File: src/rtl/sm83_irq_ctrl.sv
// SM83 interrupt controller: IF/IE registers, rising-edge request capture, IME with
// EI delay, and a request/acknowledge dispatch handshake supplying the vector.
module sm83_irq_ctrl #(
  parameter int          N_IRQ      = 5,
  parameter logic [15:0] VEC_BASE   = 16'h0040,
  parameter int          VEC_STRIDE = 8,
  parameter logic [15:0] IF_ADDR    = 16'hFF0F,
  parameter logic [15:0] IE_ADDR    = 16'hFFFF
) (
  input  logic             clk,
  input  logic             rst,
  input  logic [N_IRQ-1:0] irq_src,
  input  logic [15:0]      addr,
  input  logic [7:0]       w_data,
  input  logic             w_wen,
  output logic [7:0]       r_data,
  output logic             r_hit,
  input  logic             instr_boundary,
  input  logic             ei,
  input  logic             di,
  input  logic             reti,
  output logic             irq_req,
  output logic [15:0]      irq_vec,
  input  logic             irq_ack,
  output logic             ime,
  output logic             wake
);

  typedef enum logic {S_IDLE, S_DISPATCH} state_t;

  state_t           r_state;
  logic [N_IRQ-1:0] r_if;
  logic [N_IRQ-1:0] r_src_q;
  logic [7:0]       r_ie;
  logic             r_ime;
  logic             r_ei_pend;
  logic [2:0]       r_idx;

  logic [N_IRQ-1:0] w_edge;
  logic [N_IRQ-1:0] w_pending;
  logic [7:0]       w_pend8;
  logic [7:0]       w_clr8;
  logic [N_IRQ-1:0] w_clr;
  logic [N_IRQ-1:0] w_if_next;
  logic [2:0]       w_first;
  logic             w_wr_if;
  logic             w_wr_ie;
  logic             w_take;
  logic [7:0]       w_if_rd;

  assign w_edge    = irq_src & ~r_src_q;
  assign w_pending = r_if & r_ie[N_IRQ-1:0];
  assign w_pend8   = 8'(w_pending);
  assign w_wr_if   = w_wen && (addr == IF_ADDR);
  assign w_wr_ie   = w_wen && (addr == IE_ADDR);

  // The ack only clears the bit it was dispatched for, and only if it is still pending.
  assign w_clr8    = (r_state == S_DISPATCH && irq_ack && w_pend8[r_idx]) ? (8'h01 << r_idx) : 8'h00;
  assign w_clr     = w_clr8[N_IRQ-1:0];
  assign w_if_next = ((w_wr_if ? w_data[N_IRQ-1:0] : r_if) & ~w_clr) | w_edge;

  assign w_take = (r_state == S_IDLE) && r_ime && (|w_pending) && instr_boundary;

  // NOTE: every signal assigned in always_comb gets a default first, so no latch is inferred.
  always_comb begin
    w_first = '0;
    for (int i = N_IRQ - 1; i >= 0; i--) begin
      if (w_pending[i]) w_first = 3'(i);
    end
  end

  assign w_if_rd = (8'hFF << N_IRQ) | 8'(r_if);
  assign r_hit   = (addr == IF_ADDR) || (addr == IE_ADDR);
  assign r_data  = (addr == IF_ADDR) ? w_if_rd :
                   (addr == IE_ADDR) ? r_ie    : 8'h00;

  assign irq_req = (r_state == S_DISPATCH);
  assign irq_vec = (r_state == S_DISPATCH && w_pend8[r_idx])
                 ? VEC_BASE + 16'(VEC_STRIDE) * {13'd0, r_idx}
                 : 16'h0000;
  assign ime     = r_ime;
  assign wake    = |w_pending;

  // NOTE: sequential state uses non-blocking assignments so every register samples pre-edge values.
  always_ff @(posedge clk or posedge rst) begin
    if (rst) begin
      r_state   <= S_IDLE;
      r_if      <= '0;
      r_src_q   <= '0;
      r_ie      <= 8'h00;
      r_ime     <= 1'b0;
      r_ei_pend <= 1'b0;
      r_idx     <= 3'd0;
    end else begin
      r_src_q <= irq_src;
      r_if    <= w_if_next;
      if (w_wr_ie) r_ie <= w_data;

      case (r_state)
        S_IDLE: begin
          if (w_take) begin
            r_idx     <= w_first;
            r_ime     <= 1'b0;
            r_ei_pend <= 1'b0;
            r_state   <= S_DISPATCH;
          end else if (di) begin
            r_ime     <= 1'b0;
            r_ei_pend <= 1'b0;
          end else begin
            // EI takes effect only at a boundary strictly after the EI cycle.
            if (reti || (instr_boundary && r_ei_pend)) r_ime <= 1'b1;
            if (ei)                                  r_ei_pend <= 1'b1;
            else if (instr_boundary && r_ei_pend)    r_ei_pend <= 1'b0;
          end
        end
        S_DISPATCH: begin
          if (irq_ack) r_state <= S_IDLE;
        end
        default: r_state <= S_IDLE;
      endcase
    end
  end

endmodule

File: config.mk
export PLATFORM = sky130hd
export DESIGN_NAME = sm83_irq_ctrl
export DESIGN_NICKNAME = d
export VERILOG_FILES = /design/src/rtl/sm83_irq_ctrl.sv
export SDC_FILE = /design/constraint.sdc
export NUM_CORES = 1
export LEC_CHECK = 0
export BUFFER_PORTS_ARGS = -buffer_cell sky130_fd_sc_hd__buf_4
export CAP_MARGIN = 20
export CORE_UTILIZATION = 47
export CTS_CLUSTER_DIAMETER = 120
export DETAILED_ROUTE_END_ITERATION = 10
export PLACE_DENSITY = 0.8
export SLEW_MARGIN = 30
export SYNTH_ARGS = -nofsm -noshare
export SYNTH_HDL_FRONTEND = slang
export SYNTH_SLANG_ARGS = --single-unit
File: constraint.sdc
create_clock -name clk -period 1.79 [get_ports clk]
set_clock_uncertainty 0.2 [all_clocks]
set_input_delay 0.179 -clock clk [delete_from_list [all_inputs] [get_ports clk]]
set_output_delay 0.179 -clock clk [all_outputs]
set_load 0.02 [all_outputs]
Word-level counts from Yosys, hierarchy flattened
Cells that the tools add are included.
{"block": "word_totals", "out_inout_bits": 28, "ramBits": 0, "latch_bits": 0, "reg_bits": 24, "romBits": 0, "mem_count": 0, "elab_cells": 58}
{"block": "op_classes", "magnitude_cmp": 1, "n_addsub": 1, "bitwise": 7, "n_shift": 1, "n_eq_ne": 2, "multipliers": 0, "n_reduce_logical": 17, "n_mux": 22, "div": 0}
{"op": "16-bit equality test (second input constant)", "n": 2}
{"op": "8-bit two-way mux", "n": 3}
{"op": "5-bit bitwise AND", "n": 3}
{"op": "3-bit two-way mux", "n": 5}
{"op": "1-bit two-way mux", "n": 10}
{"op": "5-bit two-way mux", "n": 2}
{"op": "5-bit inverter", "n": 2}
{"op": "1-bit logical AND", "n": 9}
{"op": "7-bit by 6-bit adder with 8-bit output (first input constant)", "n": 1}
{"op": "2-bit AND reduction", "n": 3}
{"op": "5-bit OR", "n": 1}
{"op": "5-bit OR reduction", "n": 1}
{"op": "1-bit by 3-bit << shifter with 5-bit output (first input constant)", "n": 1}
{"op": "3-bit by 4-bit less-than comparator with 1-bit output (second input constant)", "n": 1}
{"op": "4-bit nonzero test", "n": 1}
{"op": "1-bit binary-select mux with 3-bit select", "n": 1}
{"op": "3-bit nonzero test", "n": 1}
{"op": "1-bit logical OR", "n": 2}
{"op": "1-bit one-hot mux with 2 select lines", "n": 1}
{"op": "1-bit inverter", "n": 1}

Depth between registers and ports, before layout
Gate-level depths: netlist of the first run.
{"block": "depth", "word_depth": 8, "depth_mapped": 5, "ltp_nobuf": 4}

Least setup slack after synthesis of the first run
OpenSTA, ideal clock, no wires.
{"block": "synth_timing", "kind": "reg-to-output", "from": "register r_if[3]", "to": "output irq_vec[3]", "t_arrival_ps": 1492, "path_buffers": 0, "slack_ps": -81, "required_ps": 1411, "path_stages_with_launch": 5, "path_cell_list": "dfrtp_1 nand2_1 a31o_2 or3_1 nor3_1"}
{"block": "synth_between", "elab_chain_len": 5}
{"item": "start, declared", "line_no": "32", "text": "logic [N_IRQ-1:0] r_if;"}
{"item": "start signal, assigned", "line_no": "96", "text": "r_if <= w_if_next;"}
{"item": "5-bit bitwise AND", "line_no": "52", "text": "assign w_pending = r_if & r_ie[N_IRQ-1:0];"}
{"item": "1-bit binary-select mux with 3-bit select", "line_no": "78", "text": "assign irq_vec = (r_state == S_DISPATCH && w_pend8[r_idx])"}
{"item": "1-bit two-way mux (not written as such)", "line_no": "78"}
{"item": "1-bit logical AND", "line_no": "78"}
{"item": "8-bit two-way mux", "line_no": "79", "text": "? VEC_BASE + 16'(VEC_STRIDE) * {13'd0, r_idx}"}
{"item": "end, declared", "line_no": "23", "text": "output logic [15:0] irq_vec,"}
Every way passes these cells. The select of a mux whose other input is x is not followed.

Worst setup path after layout of the first run
{"block": "layout_timing", "from": "register r_if[3]", "to": "output irq_vec[4]"}
The elaborated chain is that of the path after synthesis.

==> results of run 1 <==
[logic make-up (layout without fill, tap and decap cells)]
| family | Yosys count | after routing | share of synthesized area (%) |
|---|---|---|---|
| and+or+nand+nor | 52 | 52 | 24.8 |
| AOI/OAI and AO/OA | 34 | 34 | 17.4 |
| DFF | 24 | 24 | 41.4 |
| buffers and inverters | 22 | 99 | 8.88 |
| muxes | 9 | 9 | 7.24 |
| other | 1 | 12 | 0.258 |
[final cells by class]
type                    count  area (sq um)  share of cell area [%]
clock buffers               3          22.5                   0.977
clock inverters             1          30.0                    1.30
inverters                   8          30.0                    1.30
multi-input cells         107           863                    37.5
flip-flops and latches     24           603                    26.2
well taps                  31          38.8                    1.68
repair buffers             87           717                    31.1
[through the flow]
| stage | power [mW] | hold WS, ps | area [sq um] |
|---|---|---|---|
| 6_report | 1.13 | 32.4 | 2300 |
| 5_1_grt | 1.17 | 32.9 | 2300 |
| 2_1_floorplan | 0.645 | -6.38 | 1490 |
| 4_1_cts | 1.13 | 26.8 | 2210 |
| 3_5_place_dp | 0.707 | 52.4 | 1910 |
| 3_3_place_gp | 0.702 | 46.7 | 1910 |
[critical path: stages, from the launching register on]
cell and delay, ps:
dfrtp_1 420, nand2_1 100, a31o_4 250, or3_4 400, nor3_2 120, buf_4 160
[worst max-delay path by stage]
stage                       to  slack (ps)  cells past startpoint
CTS                 irq_vec[3]        -320                      5
global placement     r_data[2]          40                      6
finish              irq_vec[4]        -370                      5
global route        irq_vec[4]        -440                      5
floorplan           irq_vec[3]         -80                      4
detailed placement   r_data[2]         -40                      6
[per-layer routing]
| layer | GRT usage [%] | part of all wire (%) | wire length (um) |
|---|---|---|---|
| met4 | 9.06 | 1.2 | 56 |
| met1 | 28.9 | 35 | 1590 |
| met5 | 0 | 0 | 0 |
| met2 | 52.3 | 58 | 2620 |
| met3 | 4.54 | 5.0 | 224 |
[power breakdown]
group	internal, mW	switching (mW)
clock network	0.227	0.172
logic	0.0950	0.0841
registers	0.551	0.00474
total	0.873	0.261
[layout by cell type, fill, tap and decap left out, types with 2 or more instances in the layout]
cell,Yosys,final
nand2_1,8,7
a21oi_1,5,4
and3_2,2,2
inv_2,0,2
nor3_2,0,3
dfrtp_1,24,22
a211oi_1,8,8
buf_6,0,5
dlygate4sd3_1,0,18
inv_1,8,6
nand4_1,4,4
conb_1,1,12
a22o_1,7,7
nor2_1,9,9
clkbuf_4,0,3
buf_4,12,64
mux2_2,8,8
nor2b_1,5,5
a21o_1,3,3
nor4_4,1,2
dfrtp_2,0,2
[sequential cells by signal, indices dropped and copies added, names as in the netlist]
name	flops
r_src_q	5
r_ie	8
r_if	5
r_idx	3
irq_req	1
ime	1
r_ei_pend	1
[what timing repair did]
| item | 4_1_cts | 5_1_grt |
|---|---|---|
| gates resized for setup | 11 | 15 |
| pin swaps | 2 | 7 |
| hold buffers | 18 | 0 |
| endpoints found under the hold margin | 43 | 0 |
| setup endpoints to repair | 14 | 14 |
| setup buffers | 2 | 4 |
==> impl_metrics.csv, run 1 <==
group,metric,value,unit
worst_setup_path,worst_setup_path_end_kind,"output port",
timing,fin_setup_tns,-1510,ps
routing,viasPerCell,5.81,
timing,hold_violations,0,
placed_design,dp.cells,234,
placed_design,portBuffers,52,
final_layout,fill_cells,168,
worst_setup_path,critical_path.startpoint,"r_if[3]",
clock_tree,cts_tree,"done",
clock_tree,clk_pin_slew,140,ps
worst_setup_path,crit_fanout,3,
placed_design,routabilityCongestion,0.891,
synth,synth_common_cells,"24 x dfrtp_1, 12 x buf_4, 9 x nor2_1",
timing,post-route-period-util,121,%
global_route,grt_util_all_layers,26.9,%
routing,ant_nets,0,
worst_setup_path,worstReg2RegEnd,"r_if[2]",
run_status,outcome,"finished with violations",
synth,synth_seq_cells,24,
final_layout,drive_above_1_share,47.8,%
worst_setup_path,worstSetupPathType,"flip-flop to output port",
routing,firstDrtPassIters,11,
floorplan,core-area,2830,sq um
synth,synthFlopType,"dfrtp_1",
routing,drtIter0Drc,70,
placed_design,dp.final_hpwl,2860,um
hold_path,hold_depth,4,
global_route,grt-ovfl-total,0,
floorplan,die_h,57.6,um
synth,mappedNetlistArea,1450,sq um
clock_tree,clock_latency,330,ps
synth,synth_area_leaders,"dfrtp_1 41%, buf_4 6.2%, mux2_2 6.2%",
synth,yosys_warnings,0,
clock_tree,cts_root_buf,"clkbuf_4",
pwr,vdd_drop_max,0.000371,V
routing,wl_per_cell,17.2,um
synth,synth.distinct_cells,45,
hold_path,hold_path.class,"primary input to flip-flop",
job,maxCapViolations,0,
synth,synth_most_common_cell,"dfrtp_1",
floorplan,dieArea,3310,sq um
worst_setup_path,worst_ep_arrival_time,1790,ps
synth,syn_avg_cell_area,10.2,sq um
final_layout,final_nets,268,
final_layout,antenna_cells,0,
synth,syn_inst,142,
floorplan,start_util,51.3,%
synth,synth-async-reset-ratio,100,%
routing,drc,1,
clock_tree,cts_buffers,3,
final_layout,final_util,81.5,%
synth,yosysTopAreaCell,"dfrtp_1",
synth,synth_edf_count,0,
run_status,violations,"DRC, setup timing",
pwr,power_density,492,nW/um^2
floorplan,rows,19,
floorplan,io_pins,65,
timing,setup_slack,-375,ps
timing,slew_viol_final,0,
placed_design,dpl_worst_slack,-38.1,ps
global_route,grt_pass1_vias,1555,
hold_path,min_from,"instr_boundary",
timing,setup_violations,6,
timing,period_minus_slack,2160,ps
synth,yosysTopAreaCellShare,41.4,%
routing,routed_wl,4490,um
floorplan,die_w,57.6,um
global_route,grt_max_degree,25,
timing,fmax,0.462,GHz
clock_tree,clock_sinks,24,
worst_setup_path,worstReg2RegStart,"r_idx[1]",
synth,yosysSeqAreaShare,41.4,%
worst_setup_path,cp-start-kind,"flip-flop",
worst_setup_path,reg2reg_depth,5,
pwr,p_leak,1.15,nW
global_route,grt_pass1_wl,6800,um
final_layout,syn_to_final_growth,58.8,%
timing,rsz0062_at_grt,"true",
routing,vias,1517,
clock_tree,htreeDepth,1,
global_route,antenna_found_initial,0,
final_layout,instances_no_fill,261,
worst_setup_path,r2r_slack,30,ps
clock_tree,clockBufferDepth,2,
hold_path,min_to,"ime",
worst_setup_path,critPathRequiredTime,1410,ps
Note: power is estimated with default switching activity, not from simulation.
==> inputs of run 2 (changes only) <==
--- a/config.mk
+++ b/config.mk
@@ -11,6 +11,7 @@
 export CTS_CLUSTER_DIAMETER = 120
 export DETAILED_ROUTE_END_ITERATION = 10
 export PLACE_DENSITY = 0.8
+export SKIP_CTS_REPAIR_TIMING = 1
 export SLEW_MARGIN = 30
 export SYNTH_ARGS = -nofsm -noshare
 export SYNTH_HDL_FRONTEND = slang
==> run 2 against run 1 <==
  * Non-clock buffer count decreased by 1
  * Core utilization decreased by 1.6 points
  * The flow still finishes with violations (DRC, setup timing)
  * First-iteration DRC count increased by 13%
  * Sequential share of layout area increased by 0.54 points
  * Largest cell class unchanged
==> impl_metrics.csv, run 2 (synthesized netlist as in run 1, its figures left out) <==
group,metric,value,unit
floorplan,rows,19,
timing,slew_viol_final,0,
placed_design,dp.final_hpwl,2860,um
clock_tree,cts_tree,"done",
pwr,vdd_drop_max,0.000359,V
clock_tree,clock_latency,330,ps
placed_design,routabilityCongestion,0.891,
global_route,grt_pass1_vias,1381,
placed_design,post_dp_cell_area,1910,sq um
clock_tree,clock_sinks,24,
worst_setup_path,critical_path.startpoint,"r_idx[0]",
hold_path,hold_depth,4,
timing,setup_violations,8,
global_route,grt_max_degree,25,
floorplan,core-area,2830,sq um
clock_tree,cts_root_buf,"clkbuf_4",
job,maxCapViolations,0,
worst_setup_path,cp_cell_sequence,"nor4bb_2 -> nand2_1 -> nor3_1 -> buf_4",
clock_tree,clockBufferDepth,2,
floorplan,io_pins,65,
worst_setup_path,worstReg2RegStart,"r_ie[2]",
hold_path,hold_path.class,"primary input to flip-flop",
final_layout,antenna_cells,0,
worst_setup_path,crit_fanout,8,
final_layout,top_register,"r_ie",
timing,rsz0062_at_grt,"true",
routing,routed_wl,4470,um
floorplan,die_h,57.6,um
clock_tree,clk_pin_slew,130,ps
placed_design,portBuffers,52,
final_layout,drive_above_1_share,46.7,%
routing,viasPerCell,5.78,
run_status,violations,"DRC, setup timing",
final_layout,final_util,79.8,%
global_route,antenna_found_initial,0,
timing,hold_slack,1.01,ps
timing,fin_setup_tns,-1860,ps
routing,wl_per_cell,17.2,um
worst_setup_path,cp-start-kind,"flip-flop",
worst_setup_path,reg2reg_depth,6,
routing,vias,1503,
final_layout,fin_area,2260,sq um
routing,drc,1,
pwr,finalPower,1.13,mW
routing,drtIter0Drc,79,
floorplan,start_util,51.3,%
global_route,grt_util_all_layers,23.4,%
routing,firstDrtPassIters,11,
worst_setup_path,slowest_stage,"dfrtp_2",
timing,setup_slack,-397,ps
timing,post-route-period-util,122,%
final_layout,top_regs,"r_ie (8), r_if (5), r_src_q (5)",
run_status,outcome,"finished with violations",
final_layout,final_cell_mix,"67 x buf_4, 22 x dfrtp_1, 17 x dlygate4sd3_1",
timing,period_minus_slack,2190,ps
worst_setup_path,cp_top_family,"simple AND/OR/NAND/NOR gates",
final_layout,largest_reg_flops,8,
final_layout,final_nets,267,
worst_setup_path,worst_setup_path_end_kind,"output port",
worst_setup_path,worst_ep_arrival_time,1810,ps
worst_setup_path,cp_num_buf_inv,1,
routing,ant_nets,0,
worst_setup_path,worstSetupPathType,"flip-flop to output port",
floorplan,dieArea,3310,sq um
worst_setup_path,critPathRequiredTime,1410,ps
clock_tree,cts_buffers,3,
timing,fmax,0.457,GHz
final_layout,fill_cells,171,
worst_setup_path,worstReg2RegEnd,"ime",
worst_setup_path,cp_num_cells,4,
global_route,grt-ovfl-total,0,
worst_setup_path,cp_slowest_stage_delay,500,ps
worst_setup_path,r2r_slack,-40,ps
final_layout,layout_commonest_cell,"buf_4",
timing,hold_violations,0,
global_route,grt_pass1_wl,6000,um
worst_setup_path,setup.worst_path.end,"irq_vec[5]",
pwr,p_leak,1.13,nW
final_layout,syn_to_final_growth,55.6,%
floorplan,die_w,57.6,um
clock_tree,htreeDepth,1,
pwr,power_density,500,nW/um^2
-- run 2: routing by layer --
metal	vias up	share of wire (%)	GRT usage [%]
li1	679	-	-
met1	724	36	26.4
met2	77	55	44.4
met3	23	4.8	4.54
met4	0	3.8	6.62
met5	-	0	0
-- run 2: worst min path at each step --
stage / slack (ps) / endpoint / start
detailed placement: 50 / r_ie[6] / rst
CTS: -320 / r_src_q[2] / rst
global placement: 50 / r_src_q[2] / rst
global route: 3 / ime / reti
floorplan: -6 / ime / rst
finish: 1 / ime / reti
-- run 2: power by group --
group	switching, mW	leakage (nW)	internal (mW)
Sequential	0.00468	0.288	0.551
Clock	0.171	0.0279	0.227
Combinational	0.0835	0.811	0.0934
Total	0.259	1.13	0.871
-- run 2: area by class of cell --
| type | instances | area, sq um | share of cell area, % |
|---|---|---|---|
| multi-input cells | 107 | 838 | 37.1 |
| repair buffers | 86 | 696 | 30.8 |
| flip-flops and latches | 24 | 603 | 26.7 |
| well taps | 31 | 38.8 | 1.72 |
| clock inverters | 1 | 30.0 | 1.33 |
| inverters | 8 | 30.0 | 1.33 |
| clock buffers | 3 | 22.5 | 0.997 |
-- run 2: metrics by stage --
stage	setup slack (ps)	instances
floorplan	-81.0	153
global placement	44.0	234
detailed placement	-38.1	234
CTS	-381	238
global route	-453	260
finish	-397	260
-- run 2: tightest hold or removal path, delay by kind of cell --
family	cells	cell delay, ps
compound gates	2	170
buf+inv	1	80
simple gates	1	80
